[src/rtl/arq_send_controller.sv]
//------------------------------------------------------------------------------
// arq_send_controller
//   Stop-and-wait ARQ sender: fetch, encapsulate, fragment, then await a
//   matching ACK with timeout-driven retransmission and per-destination SN.
//   Revision: 1.0
//------------------------------------------------------------------------------
`default_nettype none

module arq_send_controller #(
  parameter int ADDR_WIDTH     = 10,
  parameter int DFX_WIDTH      = 2,
  parameter int SEQ_NUM_WIDTH  = 1,
  parameter int TIMEOUT_CYCLES = 256,
  parameter int TIMER_WIDTH    = 16,
  parameter int TTL_MAX        = 2
) (
  input  logic                     clk,
  input  logic                     rst_n,
  input  logic                     router_start_req,
  input  logic [ADDR_WIDTH-1:0]    router_src_addr,
  input  logic [ADDR_WIDTH-1:0]    router_dst_addr,
  input  logic [DFX_WIDTH-1:0]     router_src_dfx,
  input  logic [DFX_WIDTH-1:0]     router_dst_dfx,
  output logic                     router_send_done,
  output logic                     router_send_fail,
  output logic                     busy,
  output logic                     start_get_data,
  output logic [ADDR_WIDTH-1:0]    v_src_addr,
  output logic [ADDR_WIDTH-1:0]    v_dst_addr,
  input  logic                     done_get_data,
  input  logic                     valid_ack_pkt,
  input  logic [SEQ_NUM_WIDTH-1:0] rn_ack_pkt,
  input  logic [DFX_WIDTH-1:0]     src_dfx_ack_pkt,
  output logic                     start_encap_pkt,
  output logic [DFX_WIDTH-1:0]     pkt_src_dfx,
  output logic [DFX_WIDTH-1:0]     pkt_dst_dfx,
  output logic [SEQ_NUM_WIDTH-1:0] pkt_sn,
  input  logic                     done_encap_pkt,
  output logic                     start_frag_pkt,
  input  logic                     frag_pkt_done
);

  localparam int NUM_ROUTERS = 2**DFX_WIDTH;
  localparam int RETRY_W     = (TTL_MAX > 0) ? $clog2(TTL_MAX + 1) : 1;
  localparam logic [RETRY_W-1:0]       RETRY_MAX  = RETRY_W'(TTL_MAX);
  localparam logic [TIMER_WIDTH-1:0]   TIMER_LAST = TIMER_WIDTH'(TIMEOUT_CYCLES - 1);
  localparam logic [SEQ_NUM_WIDTH-1:0] SN_ONE     = SEQ_NUM_WIDTH'(1);

  typedef enum logic [2:0] {
    IDLE     = 3'd0,
    GET_DATA = 3'd1,
    ENCAP    = 3'd2,
    FRAG     = 3'd3,
    WAIT_ACK = 3'd4,
    DONE     = 3'd5,
    FAIL     = 3'd6
  } state_t;

  state_t                   state_q, state_d;
  logic                     req_prev_q, req_prev_d;
  logic                     armed_q, armed_d;
  logic [ADDR_WIDTH-1:0]    src_addr_q, src_addr_d;
  logic [ADDR_WIDTH-1:0]    dst_addr_q, dst_addr_d;
  logic [DFX_WIDTH-1:0]     src_dfx_q, src_dfx_d;
  logic [DFX_WIDTH-1:0]     dst_dfx_q, dst_dfx_d;
  logic [SEQ_NUM_WIDTH-1:0] sn_q, sn_d;
  logic [TIMER_WIDTH-1:0]   timer_q, timer_d;
  logic [RETRY_W-1:0]       retry_q, retry_d;
  logic                     start_get_q, start_get_d;
  logic                     start_encap_q, start_encap_d;
  logic                     start_frag_q, start_frag_d;
  logic [SEQ_NUM_WIDTH-1:0] sn_tbl_q [NUM_ROUTERS];
  logic [SEQ_NUM_WIDTH-1:0] sn_tbl_d [NUM_ROUTERS];

  logic                     req_edge;
  logic                     ack_ok;
  logic                     timeout;
  logic [SEQ_NUM_WIDTH-1:0] sn_next;

  // armed_q blocks a request held high across reset release until it drops.
  assign req_edge = router_start_req && !req_prev_q && armed_q;
  assign sn_next  = sn_q + SN_ONE;
  assign ack_ok   = valid_ack_pkt && (src_dfx_ack_pkt == dst_dfx_q) && (rn_ack_pkt == sn_next);
  assign timeout  = (timer_q == TIMER_LAST);

  always_comb begin
    state_d = state_q;
    case (state_q)
      IDLE:     if (req_edge)       state_d = GET_DATA;
      GET_DATA: if (done_get_data)  state_d = ENCAP;
      ENCAP:    if (done_encap_pkt) state_d = FRAG;
      FRAG:     if (frag_pkt_done)  state_d = WAIT_ACK;
      WAIT_ACK: begin
        if (ack_ok)                  state_d = DONE;
        else if (timeout) begin
          if (retry_q < RETRY_MAX)   state_d = ENCAP;
          else                       state_d = FAIL;
        end
      end
      DONE:     state_d = IDLE;
      FAIL:     state_d = IDLE;
      default:  state_d = IDLE;
    endcase
  end

  always_comb begin
    req_prev_d    = router_start_req;
    armed_d       = armed_q || !router_start_req;
    src_addr_d    = src_addr_q;
    dst_addr_d    = dst_addr_q;
    src_dfx_d     = src_dfx_q;
    dst_dfx_d     = dst_dfx_q;
    sn_d          = sn_q;
    timer_d       = timer_q;
    retry_d       = retry_q;
    sn_tbl_d      = sn_tbl_q;
    start_get_d   = (state_d == GET_DATA) && (state_q != GET_DATA);
    start_encap_d = (state_d == ENCAP)    && (state_q != ENCAP);
    start_frag_d  = (state_d == FRAG)     && (state_q != FRAG);

    // The table entry cannot change before ENCAP, so SN is latched with the request.
    if (state_q == IDLE && req_edge) begin
      src_addr_d = router_src_addr;
      dst_addr_d = router_dst_addr;
      src_dfx_d  = router_src_dfx;
      dst_dfx_d  = router_dst_dfx;
      sn_d       = sn_tbl_q[router_dst_dfx];
      retry_d    = '0;
    end else if (state_d == IDLE) begin
      src_addr_d = '0;
      dst_addr_d = '0;
      src_dfx_d  = '0;
      dst_dfx_d  = '0;
      sn_d       = '0;
    end

    if (state_q == WAIT_ACK) begin
      timer_d = timer_q + 1'b1;
      if (ack_ok)
        sn_tbl_d[dst_dfx_q] = sn_next;
      else if (timeout && (retry_q < RETRY_MAX))
        retry_d = retry_q + 1'b1;
    end
    if (state_d == WAIT_ACK && state_q != WAIT_ACK)
      timer_d = '0;
  end

  always_ff @(posedge clk or negedge rst_n) begin
    if (!rst_n) begin
      state_q       <= IDLE;
      req_prev_q    <= 1'b0;
      armed_q       <= 1'b0;
      src_addr_q    <= '0;
      dst_addr_q    <= '0;
      src_dfx_q     <= '0;
      dst_dfx_q     <= '0;
      sn_q          <= '0;
      timer_q       <= '0;
      retry_q       <= '0;
      start_get_q   <= 1'b0;
      start_encap_q <= 1'b0;
      start_frag_q  <= 1'b0;
      for (int i = 0; i < NUM_ROUTERS; i++) sn_tbl_q[i] <= '0;
    end else begin
      state_q       <= state_d;
      req_prev_q    <= req_prev_d;
      armed_q       <= armed_d;
      src_addr_q    <= src_addr_d;
      dst_addr_q    <= dst_addr_d;
      src_dfx_q     <= src_dfx_d;
      dst_dfx_q     <= dst_dfx_d;
      sn_q          <= sn_d;
      timer_q       <= timer_d;
      retry_q       <= retry_d;
      start_get_q   <= start_get_d;
      start_encap_q <= start_encap_d;
      start_frag_q  <= start_frag_d;
      sn_tbl_q      <= sn_tbl_d;
    end
  end

  assign busy             = (state_q != IDLE);
  assign router_send_done = (state_q == DONE);
  assign router_send_fail = (state_q == FAIL);
  assign start_get_data   = start_get_q;
  assign start_encap_pkt  = start_encap_q;
  assign start_frag_pkt   = start_frag_q;
  assign v_src_addr       = src_addr_q;
  assign v_dst_addr       = dst_addr_q;
  assign pkt_src_dfx      = src_dfx_q;
  assign pkt_dst_dfx      = dst_dfx_q;
  assign pkt_sn           = sn_q;

endmodule

`default_nettype wire

[config.mk]
export PLATFORM = sky130hd
export DESIGN_NAME = arq_send_controller
export DESIGN_NICKNAME = d
export VERILOG_FILES = /design/src/rtl/arq_send_controller.sv
export SDC_FILE = /design/constraint.sdc
export NUM_CORES = 1
export LEC_CHECK = 0
export CELL_PAD_IN_SITES_DETAIL_PLACEMENT = 1
export CELL_PAD_IN_SITES_GLOBAL_PLACEMENT = 2
export CORE_MARGIN = 3
export CORE_UTILIZATION = 32
export CTS_BUF_LIST = sky130_fd_sc_hd__clkbuf_4 sky130_fd_sc_hd__clkbuf_8
export CTS_CLUSTER_DIAMETER = 120
export DETAILED_ROUTE_END_ITERATION = 6
export PLACE_DENSITY = 0.92
export SLEW_MARGIN = 0
export SYNTH_ARGS = -nofsm -noshare
export SYNTH_HDL_FRONTEND = slang
export SYNTH_SLANG_ARGS = --single-unit
[constraint.sdc]
create_clock -name clk -period 1.8 [get_ports clk]
set_input_delay 0.27 -clock clk [delete_from_list [all_inputs] [get_ports clk]]
set_output_delay 0.27 -clock clk [all_outputs]
set_load 0.01 [all_outputs]
== Yosys cells after proc, flatten, opt, wreduce, memory -nomap -nowiden ==
Cells that the tools add are included.
W data, S select, Z words.

* Word-level logic and storage cells: 91
* Flip-flop bits (word level): 55
* Output and inout bits: 31
* Input port bits: 34

* Equality and inequality tests: 17
* Bitwise logic cells: 2
* Add/sub/neg operators: 3
* Reductions and logical operators: 20
* Order comparisons: 4
* Multiplexer cells: 28

{| class="wikitable"
|+ Operator list
! operator !! number
|-
| $mux W16 || 2
|-
| $mux W10 || 3
|-
| $mux W3 || 7
|-
| $add A16 B1 Y16 const B || 1
|-
| $eq A16 B8 Y1 const B || 1
|-
| $pmux W3 S5 || 1
|-
| $mux W2 || 7
|-
| $eq A3 B2 Y1 const B || 4
|-
| $eq A3 B3 Y1 const B || 4
|-
| $logic_and A1 B1 Y1 || 11
|-
| $eq A3 B1 Y1 const B || 2
|-
| $ge A3 B3 Y1 const B || 2
|-
| $logic_not A3 Y1 || 2
|-
| $ne A3 B2 Y1 const B || 2
|-
| $not A2 Y3 || 2
|-
| $mux W1 || 5
|-
| $bwmux W4 || 1
|-
| $reduce_bool A2 Y1 || 2
|-
| $lt A3 B1 Y1 const B || 1
|-
| $ne A3 B1 Y1 const B || 1
|-
| $ne A3 B3 Y1 const B || 1
|-
| $reduce_bool A3 Y1 || 1
|-
| $add A2 B1 Y2 const B || 1
|-
| $bmux W1 S2 || 1
|-
| other kinds (8) || 9
|}

== Logic depth before layout (Yosys ltp) ==
* Depth after elaboration: 8
* Depth in mapped cells: 6
* Gate-level depth less buffers: 5

== Worst setup path before layout ==
Ideal clock, no wire load.

* Kind: reg2reg
* Start: register state_q[0]
* End: register dst_dfx_q[0], in the netlist pkt_dst_dfx[0]
* Arrival: 1.541 ns
* Library setup time: 0.066 ns
* Buffers on the path: 1
* Setup slack: 0.193 ns
* Data required time: 1.734 ns
* Period minus slack after synthesis: 1.607 ns
* Cell stages (with the launch flop): 6
* Cell sequence: dfrtp_1 or3_1 or3_4 clkinv_4 buf_6 a22o_1

* Word-level cells in the longest chain between the ends: 5
* Elaborated cells between the ends (all ways): 16
* Those cells by class: eq/ne: 4; mux: 8; reduce/logical: 4

{| class="wikitable"
|+ Ends and longest elaborated chain
! what !! line !! text
|-
| from (decl) || 59 || <nowiki>state_t state_q, state_d;</nowiki>
|-
| from (signal assigned) || 165 || <nowiki>state_q <= state_d;</nowiki>
|-
| $mux W3 || 95 || <nowiki>else if (timeout) begin</nowiki>
|-
| $mux W3 || 94 || <nowiki>if (ack_ok) state_d = DONE;</nowiki>
|-
| $pmux W3 S5 || 88 || <nowiki>case (state_q)</nowiki>
|-
| $logic_not A3 Y1 || 129 || <nowiki>end else if (state_d == IDLE) begin</nowiki>
|-
| $reduce_bool A2 Y1 (no source line) || -- ||
|-
| to (signal assigned) || 171 || <nowiki>dst_dfx_q <= dst_dfx_d;</nowiki>
|-
| to (decl) || 65 || <nowiki>logic [DFX_WIDTH-1:0] dst_dfx_q, dst_dfx_d;</nowiki>
|}

Parallel ways exist; a longest one is shown, timed or not.
A chain may end at the register's enable or synchronous reset.

== Worst setup path after layout ==
* Start: register state_q[0]
* End: register start_encap_q, in the netlist start_encap_pkt

* Word-level cells in the longest chain between the ends: 5
* Elaborated cells between the ends (all ways): 15
* Those cells by class: eq/ne: 6; mux: 7; reduce/logical: 2

{| class="wikitable"
|+ Ends and longest elaborated chain
! what !! line !! text
|-
| $mux W3 || 95 ||
|-
| $mux W3 || 94 ||
|-
| $pmux W3 S5 * || 88 ||
|-
| named net state_d[0] || 59 ||
|-
| $eq A3 B2 Y1 * || 118 || <nowiki>start_encap_d = (state_d == ENCAP) && (state_q != ENCAP);</nowiki>
|-
| $logic_and A1 B1 Y1 * || 118 ||
|-
| named net start_encap_d || 70 || <nowiki>logic start_encap_q, start_encap_d;</nowiki>
|-
| to (signal assigned) || 176 || <nowiki>start_encap_q <= start_encap_d;</nowiki>
|-
| to (decl) || 70 ||
|}

Mark *: on every way through the listed nets, which the timed path passes. The rest lies on a longest branch.

==> run_results.csv <==
group,metric,value,unit
cts,cts_hold_buffers,0,
yosys,ys_seq_elements,55,
power,power_density,1368,nW/µm²
sta,period_needed,1.734,ns
cells_and_area,nets,309,
grt,grt_pass1_wl,10630,µm
grt,overflow,0,
worst_hold_path,hold_class,"input pin to asynchronous set/reset pin",
sta,worst_pin_slew,0.6933,ns
grt,track_usage,0.1516,
cts,insertion_delay,0.32,ns
yosys,yosys.area.top_type_share,0.5575,
yosys,synth_ff_type,"dfrtp_1",
setup_path,crit_start,"state_q[0]",
route,ant_nets,0,
route,vias,1941,
grt,antenna_found_initial,0,
cts,cts_root_buffer,"clkbuf_8",
cts,cts_buffers,5,
route,wl_per_cell,16.72,µm
cts,cts.path.max_buffers,2,
placement,port_buffers,64,
cells_and_area,seqCellArea,1378,µm²
sta,period_share,0.9636,
run_status,violations,"hold timing",
cts,clock_sinks,55,
yosys,syn_area_per_cell,12.16,µm²
yosys,yosysMostFrequentCell,"dfrtp_1",
route,wirelength,6252,µm
setup_path,crit_path_end,"start_encap_pkt",
yosys,ys_warn_count,0,
sta,max_slew_margin,0.5378,
cells_and_area,final_cells,374,
placement,place.gp.congestion,0.7843,
yosys,synth_area_leaders,"dfrtp_1 (56%), a22o_1 (8.9%), mux2i_1 (4.9%)",
grt,grt_max_degree,31,
cells_and_area,n_antenna_cell,0,
cells_and_area,areaGrowthSynthToFinish,36.59,%
sta,holdWs,-0.01394,ns
route,dr.pass1.iters,4,
setup_path,critical_path_class,"flip-flop to flip-flop",
job,maxCapViolations,0,
setup_path,reg2reg_from,"state_q[0]",
floorplanning,fp.coreArea,7370,µm²
setup_path,critical_path_arrival,1.93,ns
floorplanning,die_w,93.83,µm
setup_path,worst_r2r_path_depth,5,
cts,cts_tree,"built",
sta,hold_viol,24,
yosys,synth.distinct_cells,43,
cts,clk_pin_slew,0.11,ns
route,drt_iter0_markers,98,
placement,dp_cells,365,
floorplanning,dieArea,8804,µm²
setup_path,endpoint_kind,"flip-flop",
setup_path,r2r_slack,0.07,ns
power,p_leak,1.528,nW
floorplanning,io_pins,65,
placement,detailed_place_hpwl,4560,µm
power,max-vdd-ir-drop,0.0005929,V
sta,max_freq,576.5,MHz
yosys,yosys.area.top_type,"dfrtp_1",
setup_path,worstPathRequired,2.00,ns
sta,setup_tns,0,ns
sta,grt_setup_unrepaired,"false",
yosys,ys_seq_area_frac,0.5575,
floorplanning,die_h,93.83,µm
route,drc,0,
sta,setup_viol,0,
sta,slew_viol_final,0,
yosys,synth_cells,203,
sta,finalClockSkew,0.007573,ns
yosys,synthTopCellsByCount,"dfrtp_1 (55), a22o_1 (25), nand2_1 (22)",
cells_and_area,drive_above_1_share,0.1236,
floorplanning,placementRows,31,
setup_path,critPathLaunchType,"flip-flop",
yosys,syn-num-nets,238,
cells_and_area,multiInputGateArea,1012,µm²
floorplanning,start_util,0.3350,
yosys,syn_area,2469,µm²
yosys,async_reset_ff_frac,1.000,
grt,grt_pass1_vias,2134,
cells_and_area,fillCellCount,804,
setup_path,worstPathMaxFanout,4,
setup_path,r2r-end,"start_encap_pkt",
yosys,synth_edf_count,0,
run_status,status,"finished with violations",
route,avgViaCountPerCell,5.190,
cts,htreeDepth,2,
[power breakdown]
part / leakage (nW) / switching (W) / internal [W] / total, W
Clock: 0.0489 / 0.000432 / 0.000283 / 0.000714
Combinational: 0.748 / 0.000896 / 0.00102 / 0.00192
Sequential: 0.731 / 0.000356 / 0.00163 / 0.00198
[worst max-delay path: stages, from the launching register on]
cell      delay [ns]
dfrtp_1         0.39
buf_4           0.14
or3_1           0.41
or3_4           0.45
o211ai_1        0.16
nor4bb_2        0.08
[worst min-delay path by stage]
stage                     start             end  cells after the start
final                     rst_n   v_src_addr[1]                      1
after CTS                 rst_n   v_src_addr[3]                      1
after global placement    rst_n  pkt_src_dfx[1]                      1
after floorplan           rst_n         armed_q                      0
after global routing      rst_n   v_src_addr[5]                      1
after detailed placement  rst_n  pkt_src_dfx[1]                      1
[cells by family (layout without fill, tap and decap cells)]
kind of cell,after synthesis,count (layout),synth area share
DFF,55,55,0.5575
buffers and inverters,15,87,0.03599
xor gates and xnor gates,6,6,0.02129
adders and majority gates,1,1,0.005068
AOI/OAI and AO/OA,45,45,0.1470
muxes,13,13,0.05778
and+or+nand+nor,68,68,0.1754
[registers in the layout (all words and copies together) (netlist names)]
signal,flops
armed_q,1
pkt_dst_dfx,2
pkt_sn,1
pkt_src_dfx,2
req_prev_q,1
retry_q,2
sn_tbl_q,4
start_encap_pkt,1
start_frag_pkt,1
start_get_data,1
state_q,3
timer_q,16
v_dst_addr,10
v_src_addr,10
[placed cells by master, fill, tap and decap left out, drive strengths merged, types with 2 or more instances in the layout]
master / instances
xor2: 3
o21ai: 3
xnor2: 3
mux2i: 12
and3b: 3
and4: 5
and3: 3
clkinv: 2
nand2: 22
a21oi: 3
nor4bb: 2
o41ai: 4
and4b: 2
buf: 13
nor4: 3
nand4: 6
dfrtp: 55
a22o: 25
nor3: 2
dlygate4sd2: 2
clkbuf: 6
clkdlybuf4s50: 60
o211ai: 3
nand3: 5
or3: 2
nand4b: 2
o31ai: 5
nor2: 5
inv: 4
[routing by layer]
layer,vias up,track usage,part of all wire
li1,915,-,-
met1,966,0.1957,0.46
met2,54,0.2407,0.45
met3,6,0.05208,0.076
met4,0,0.04452,0.010
met5,-,0,0
[per-stage QoR]
stage               cell area [µm²]  power (W)  setup WS [ns]    util
floorplan                      2469   0.002929         0.1931       -
global placement               3263   0.003843        0.07951  0.4428
detailed placement             3263   0.003908       -0.05282  0.4428
CTS                            3362   0.004670       0.003122  0.4562
global route                   3372   0.004931       0.006248  0.4576
finish                         3372   0.004613        0.06553  0.4576
[layout make-up]
type / instances / share of cell area
well taps: 99 / 0.03673
multi-input cells: 133 / 0.3002
clock buffers: 5 / 0.02041
flip-flops and latches: 55 / 0.4085
inverters: 3 / 0.007050
clock inverters: 3 / 0.006679
repair buffers: 76 / 0.2204
[what timing repair did]
item / in CTS / in global routing
pin swaps: 0 / 3
setup endpoints to repair: 3 / 30
setup buffers: 1 / 0
gates resized for setup: 5 / 5
(Power assumes the default switching activity.)
